===== src/rtl/seg7_mux.sv =====
// rtl/seg7_mux.sv - multiplexed 7-segment display controller with bus registers
//
// Scans DIGITS digits one at a time. Each digit is shown for 2^CNT_BITS clocks.
// PWM brightness gates the anode inside each digit period.
// Four word registers sit at BASE..BASE+3:
//   HEX (nibble per digit), DP, BLANK, CTRL (duty).
//
// Build option: define SEG7_READ_EN to enable register readback.
//   Without it, rdata is tied to 0, and read hits are still acknowledged.
//
// Ports:
//   clk    system clock, rising edge
//   reset  synchronous active-high reset
//   strobe bus cycle valid
//   rw     1 = write, 0 = read
//   addr   word address
//   data   write data
//   rdata  registered read data
//   ack    one-cycle pulse after any hit
//   seg    active-low segments, [6:0] = g..a, [7] = decimal point
//   an     active-low anode enables, at most one low
module seg7_mux #(
  parameter logic [31:0] BASE        = 32'h10,
  parameter int          DIGITS      = 4,
  parameter int          CNT_BITS    = 16,
  parameter int          BRIGHT_BITS = 4
) (
  input  logic              clk,
  input  logic              reset,
  input  logic              strobe,
  input  logic              rw,
  input  logic [31:0]       addr,
  input  logic [31:0]       data,
  output logic [31:0]       rdata,
  output logic              ack,
  output logic [7:0]        seg,
  output logic [DIGITS-1:0] an
);

  localparam int DW = (DIGITS > 1) ? $clog2(DIGITS) : 1;

  logic [CNT_BITS-1:0]    counter_q, counter_d;
  logic [DW-1:0]          dig_q, dig_d;
  logic [4*DIGITS-1:0]    hex_q, hex_d;
  logic [DIGITS-1:0]      dp_q, dp_d;
  logic [DIGITS-1:0]      blank_q, blank_d;
  logic [BRIGHT_BITS-1:0] duty_q, duty_d;
  logic                   ack_q;
  logic [DIGITS-1:0]      an_q, an_d;
  logic [7:0]             seg_q, seg_d;

  logic                   hit;
  logic [BRIGHT_BITS-1:0] phase;
  logic                   lit;
  logic [3:0]             cur_nib;
  logic                   cur_dp;
  logic                   cur_blank;
  logic                   show;

  // Data bits above the widest register are intentionally ignored.
  logic unused_data;
  assign unused_data = ^data;

  assign hit = strobe && (addr[31:2] == BASE[31:2]);

  // Active-low glyphs, bit order g..a.
  function automatic logic [6:0] hex_glyph(input logic [3:0] n);
    case (n)
      4'h0: hex_glyph = 7'h40;
      4'h1: hex_glyph = 7'h79;
      4'h2: hex_glyph = 7'h24;
      4'h3: hex_glyph = 7'h30;
      4'h4: hex_glyph = 7'h19;
      4'h5: hex_glyph = 7'h12;
      4'h6: hex_glyph = 7'h02;
      4'h7: hex_glyph = 7'h78;
      4'h8: hex_glyph = 7'h00;
      4'h9: hex_glyph = 7'h10;
      4'hA: hex_glyph = 7'h08;
      4'hB: hex_glyph = 7'h03;
      4'hC: hex_glyph = 7'h46;
      4'hD: hex_glyph = 7'h21;
      4'hE: hex_glyph = 7'h06;
      default: hex_glyph = 7'h0E;
    endcase
  endfunction

  // Register writes. These are independent of the scan, so they are never blocked.
  always_comb begin
    hex_d   = hex_q;
    dp_d    = dp_q;
    blank_d = blank_q;
    duty_d  = duty_q;
    if (hit && rw) begin
      case (addr[1:0])
        2'd0:    hex_d   = data[4*DIGITS-1:0];
        2'd1:    dp_d    = data[DIGITS-1:0];
        2'd2:    blank_d = data[DIGITS-1:0];
        default: duty_d  = data[BRIGHT_BITS-1:0];
      endcase
    end
  end

  // Scan counter, plus a digit index that wraps at DIGITS-1
  // (so DIGITS need not be a power of two).
  always_comb begin
    counter_d = counter_q + 1'b1;
    dig_d     = dig_q;
    if (&counter_q) begin
      dig_d = (dig_q == DW'(DIGITS - 1)) ? '0 : dig_q + 1'b1;
    end
  end

  // PWM: the top bits of the counter give the phase within the digit period.
  // An all-ones duty forces full on.
  // Otherwise the digit is lit while phase < duty.
  assign phase = counter_q[CNT_BITS-1 -: BRIGHT_BITS];
  assign lit   = (&duty_q) || (phase < duty_q);

  always_comb begin
    cur_nib   = '0;
    cur_dp    = 1'b0;
    cur_blank = 1'b0;
    for (int i = 0; i < DIGITS; i++) begin
      if (dig_q == DW'(i)) begin
        cur_nib   = hex_q[4*i +: 4];
        cur_dp    = dp_q[i];
        cur_blank = blank_q[i];
      end
    end
  end

  // A blanked digit darkens the anode and the segments together,
  // so seg is all-ones whenever an is.
  assign show = lit && !cur_blank;

  always_comb begin
    an_d  = '1;
    seg_d = 8'hFF;
    if (show) begin
      for (int i = 0; i < DIGITS; i++) begin
        an_d[i] = !(dig_q == DW'(i));
      end
      seg_d = {~cur_dp, hex_glyph(cur_nib)};
    end
  end

  always_ff @(posedge clk) begin
    if (reset) begin
      counter_q <= '0;
      dig_q     <= '0;
      hex_q     <= '0;
      dp_q      <= '0;
      blank_q   <= '0;
      duty_q    <= '1;
      ack_q     <= 1'b0;
      an_q      <= '1;
      seg_q     <= 8'hFF;
    end else begin
      counter_q <= counter_d;
      dig_q     <= dig_d;
      hex_q     <= hex_d;
      dp_q      <= dp_d;
      blank_q   <= blank_d;
      duty_q    <= duty_d;
      ack_q     <= hit;
      an_q      <= an_d;
      seg_q     <= seg_d;
    end
  end

  assign ack = ack_q;
  assign an  = an_q;
  assign seg = seg_q;

`ifdef SEG7_READ_EN
  logic [31:0] rdata_q, rdata_d;
  logic [31:0] rd_sel;

  // Readback samples the registers before this edge's update.
  // Since a read and a write cannot coincide, a read after a write sees the new value.
  always_comb begin
    rd_sel = '0;
    case (addr[1:0])
      2'd0:    rd_sel[4*DIGITS-1:0]    = hex_q;
      2'd1:    rd_sel[DIGITS-1:0]      = dp_q;
      2'd2:    rd_sel[DIGITS-1:0]      = blank_q;
      default: rd_sel[BRIGHT_BITS-1:0] = duty_q;
    endcase
    rdata_d = rdata_q;
    if (hit && !rw) begin
      rdata_d = rd_sel;
    end
  end

  always_ff @(posedge clk) begin
    if (reset) begin
      rdata_q <= '0;
    end else begin
      rdata_q <= rdata_d;
    end
  end

  assign rdata = rdata_q;
`else
  assign rdata = '0;
`endif

endmodule


===== config.mk =====
export PLATFORM = sky130hd
export DESIGN_NAME = seg7_mux
export DESIGN_NICKNAME = d
export VERILOG_FILES = /design/src/rtl/seg7_mux.sv
export SDC_FILE = /design/constraint.sdc
export NUM_CORES = 1
export LEC_CHECK = 0
export BUFFER_PORTS_ARGS = -buffer_cell sky130_fd_sc_hd__buf_2
export CELL_PAD_IN_SITES_DETAIL_PLACEMENT = 0
export CELL_PAD_IN_SITES_GLOBAL_PLACEMENT = 2
export CORE_UTILIZATION = 25
export DETAILED_ROUTE_END_ITERATION = 8
export PLACE_DENSITY = 0.79
export SLEW_MARGIN = 20
export SYNTH_ARGS = -nofsm -noshare
export SYNTH_HDL_FRONTEND = slang
export SYNTH_SLANG_ARGS = --single-unit

===== constraint.sdc =====
create_clock -name clk -period 2.47 [get_ports clk]
set_input_delay 0.494 -clock clk [delete_from_list [all_inputs] [get_ports clk]]
set_output_delay 0.494 -clock clk [all_outputs]
set_load 0.01 [all_outputs]

# Yosys cells after proc, flatten, opt, wreduce, memory -nomap -nowiden
# Memory sizes are Yosys's and may differ from the RTL's. A register that Yosys moved wholly into a read port is not among the register bits.
# Index checks and enable logic that the tools add are counted.
dict set report classes {
  add_sub_neg 2
  magnitude_cmp 1
  eq_ne 6
  muxes 13
  n_bitwise 3
  n_reduce_logical 19
}
# operator n
set ops {}
lappend ops {{30-bit by 3-bit == test with 1-bit output (second input constant)} 1}
lappend ops {{16-bit by 1-bit adder with 16-bit output (second input constant)} 1}
lappend ops {{4-bit 2-to-1 mux} 4}
lappend ops {{16-bit AND reduction} 1}
lappend ops {{1-bit 2-to-1 mux} 8}
lappend ops {{2-bit AND reduction} 4}
lappend ops {{2-bit == test (second input constant)} 3}
lappend ops {{1-bit logical NOT} 5}
lappend ops {{2-bit by 1-bit == test with 1-bit output (second input constant)} 2}
lappend ops {{2-bit logical NOT} 2}
lappend ops {{4-bit less-than comparator} 1}
lappend ops {{4-bit AND reduction} 1}
lappend ops {{1-bit logical AND} 3}
lappend ops {{1-bit NOT} 3}
lappend ops {{3-bit OR reduction} 1}
lappend ops {{2-bit by 1-bit adder with 2-bit output (second input constant)} 1}
lappend ops {{2-bit 2-to-1 mux} 1}
lappend ops {{2-bit OR reduction} 1}
lappend ops {{1-bit logical OR} 1}
dict set report word_totals {
  regBits 59
  romBits 112
  out_inout_bits 45
  memories 1
}
# memory words word_bits rd rd_clocked_by_memory_dff wr line_no
set mem_list {}
lappend mem_list {{(name not given)} 16 7 1 1 0 68} ;# case (n)

# Depth between registers and ports, before layout
dict set report depth {
  depth_word 9
  ltp_mapped 10
  depth_no_buf 10
}

# Worst setup path after synthesis
# No wires, ideal clock.
dict set report synth_timing {
  path_kind {flip-flop to flip-flop}
  startpoint {register dig_q[1]}
  endpoint {register seg_q[3] (netlist: seg[3])}
  setup_time_ns 0.058
  arrival_time_ns 2.133
  path_slack_ns 0.279
  stages_incl_launch_ff 11
  cell_sequence {dfxtp_1 -> inv_1 -> ha_1 -> buf_2 -> nand3b_1 -> a31oi_1 -> inv_1 -> ha_1 -> nand2b_1 -> a32o_1 -> nand2_1}
}
dict set report synth_via {
  elab_chain_cells 9
}
# item line_no
set synth_lines {}
lappend synth_lines {{start: declaration} 43} ;# logic [DW-1:0] dig_q, dig_d;
lappend synth_lines {{start signal: assignment} 161} ;# dig_q <= dig_d;
lappend synth_lines {{2-bit logical NOT} 125} ;# if (dig_q == DW'(i)) begin
lappend synth_lines {{1-bit 2-to-1 mux (4 in a row)} 125}
lappend synth_lines {{1-bit logical NOT} 135} ;# assign show = lit && !cur_blank;
lappend synth_lines {{1-bit logical AND} 135}
lappend synth_lines {{1-bit NOT (no line)} --}
lappend synth_lines {{2-bit OR reduction (no line)} --}
lappend synth_lines {{end: declaration} 50} ;# logic [7:0] seg_q, seg_d;
# Parallel ways exist; a longest one is shown, timed or not.
# A chain may end at the register's enable or synchronous reset.

# Worst setup path after layout
dict set report layout_timing {
  startpoint {register dig_q[0]}
  endpoint {register seg_q[5] (netlist: seg[5])}
}
# The elaborated chain is that of the path after synthesis.

==> impl_metrics.toml <==
[detailed_routing]
dr.pass1.iters = 5
routed_wl_um = 6600
wl_per_cell_um = 11.1
ant_nets = 0
num_vias = 2473
via_per_inst = 4.15
drc = 0
first_iter_violations = 104

[timing]
rsz0062_at_grt = "no"
fin_skew_ns = 0.00578
holdWs_ns = 0.430
setup_violations = 0
fin_crit_ns = 2.27
maxSlewViolCount = 0
hold_violations = 0
tns_ns = 0
max_freq_ghz = 0.441
period_share_pct = 91.8

[synth]
synth_ff_type = "dfxtp_1"
synth_seq_cells = 59
syn_area_per_cell_sq_um = 9.12
synth-edff-count = 0
synth.top_cell.area_share_pct = 36.8
seq_area_frac_synth_pct = 36.8
synthArstFlopShare_pct = 0
yosys.area.top_type = "dfxtp_1"
netlist_area_sq_um = 3210
synthTopCellsByArea = "dfxtp_1, mux2i_1, nand2b_1"
ys_types = 47
ys_warn_count = 0
netlist_top_cells_count = "dfxtp_1, nand2b_1, buf_4, mux2i_1, nor2_1"
synthCells = 352
yosysMostFrequentCell = "dfxtp_1"

[job]
cap_violations = 0

[setup_path]
cp-start-kind = "flop"
crit_start = "dig_q[0]"
r2r-end = "seg[5]"
reg2reg_slack_ns = 0.20
cp_num_buf_inv = 2
reg2regPathDepth = 9
cpLargestDelayFamily = "adder cells"
endpoint_kind = "flop"
cpMostUsedCell = "ha_1"
timing.rr.start = "dig_q[0]"
criticalPathCategory = "reg -> reg"
crit_required_ns = 2.67
crit_arrival_ns = 2.46
critPathSlowestCell = "dfxtp_1"
cp_slowest_stage_delay_ns = 0.38
crit_fanout = 9
crit_chain = "inv_1 > ha_1 > nor2_2 > a31oi_1 > buf_4 > ha_1 > mux2_2 > nand2_1 > o211ai_1"

[clocking]
cts_hold_buffers = 0
clock_latency_ns = 0.32
cts_repair_resize_count = 0
path_clk_slew_ns = 0.05
htree_levels = 3
clockBufferDepth = 2
clock-sinks = 59
cts_tree = "yes"
cts_buffers = 9
root_buffer = "clkbuf_16"
cts_setup_buffers = 0

[grt]
track_usage_pct = 10.5
grt_pass1_wl_um = 11000
antenna_found_initial = 0
grt_pass1_vias = 2358
grt_max_degree = 29
overflow = 0

[die]
start_util_pct = 25.5
die_w_um = 115
rows = 41
die-area_sq_um = 13300
core_sq_um = 12600
io_pins = 113
die_h_um = 115

[min_path]
hold_depth = 3
hold_path.class = "in -> reg"
hold_path_end = "hex_q[12]"
hold_start = "data[12]"

[pwr]
power_density_nw_per_um2 = 650
ir_drop_mv = 0.302
fin_total_pwr_mw = 2.58
leakage_nw = 1.74

[placement]
hpwlAfterDp_um = 5000
gp_congestion = 0.713
io_buffers = 64

[final_layout]
antennaDiodeCount = 0
layout.nets = 501
fillers = 1338
final_layout_size_suffix_gt1_share_pct = 23.3
area_growth_pct = 23.6

[run_status]
status = "complete, no violations"
## per-layer routing
layer	vias up	routed length [um]	GRT usage, %
met3	4	243	3.80
li1	1269	-	-
met2	48	3260	17.4
met5	-	0	0
met4	0	30	2.60
met1	1152	3070	12.8
## where the power goes
| part | total, mW | internal [mW] | switching, mW |
|---|---|---|---|
| sequential | 0.970 | 0.964 | 0.00624 |
| combinational | 0.131 | 0.0590 | 0.0723 |
| clock | 1.48 | 1.06 | 0.415 |
| total | 2.58 | 2.09 | 0.493 |
## tightest hold or removal path, stage by stage
cell and delay (ns):
buf_2 0.09, nand2b_1 0.06, mux2i_1 0.06
## cell usage in the layout, fill, tap and decap left out, types with 4 or more instances in the layout
cell type and n:
a21oi_1 7, buf_2 64, buf_4 8, clkbuf_16 9, conb_1 32, dfxtp_1 59, ha_1 14, inv_1 12
mux2i_1 33, nand2_1 25, nand2b_1 44, nand3_1 6, nand3b_1 5, nand4_1 5, nor2_1 26, nor3_1 4
nor3b_1 4, nor4_1 7, o211ai_1 4, o21ai_0 5, xnor2_1 4, xor2_1 8
## cell families after synthesis
family                     after synthesis  synth area share [%]
AOI/OAI and AO/OA                       28                  6.16
other                                    1                 0.117
buffers and inverters                   59                  11.2
DFF                                     59                  36.8
and+or+nand+nor                        144                  26.0
xor gates and xnor gates                12                  3.27
adders and majority gates               14                  5.46
muxes                                   35                  11.0
## layout make-up
type / count / area (sq um) / area share [%]
clock buffers: 12 / 267 / 6.72
clock inverters: 4 / 95.1 / 2.40
inverters: 12 / 45.0 / 1.14
multi-input cells: 265 / 1780 / 45.0
flip-flops and latches: 59 / 1180 / 29.8
well taps: 172 / 215 / 5.42
repair buffers: 72 / 380 / 9.59
## stage by stage
stage                     util, %  setup slack, ns  area [sq um]  cells
after detailed placement     28.7            0.211          3610    580
final                        31.6            0.203          3970    596
after floorplan                 -            0.279          3330    383
after global routing         31.6           0.0436          3970    596
after CTS                    31.6            0.185          3970    596
after global placement       28.7            0.243          3610    580
## registers in the layout, summed over array words and instances, names as in the netlist
| register | count |
|---|---|
| hex_q | 16 |
| duty_q | 4 |
| counter_q | 16 |
| blank_q | 4 |
| dig_q | 2 |
| an | 4 |
| dp_q | 4 |
| seg | 8 |
| ack | 1 |
## worst max-delay path by stage
stage                   to  cells past startpoint
floorplan           seg[3]                     10
global placement    seg[6]                      9
detailed placement  seg[5]                      9
CTS                 seg[6]                      9
global route        seg[5]                      9
finish              seg[5]                      9
Power figures use the tool's default switching activity.
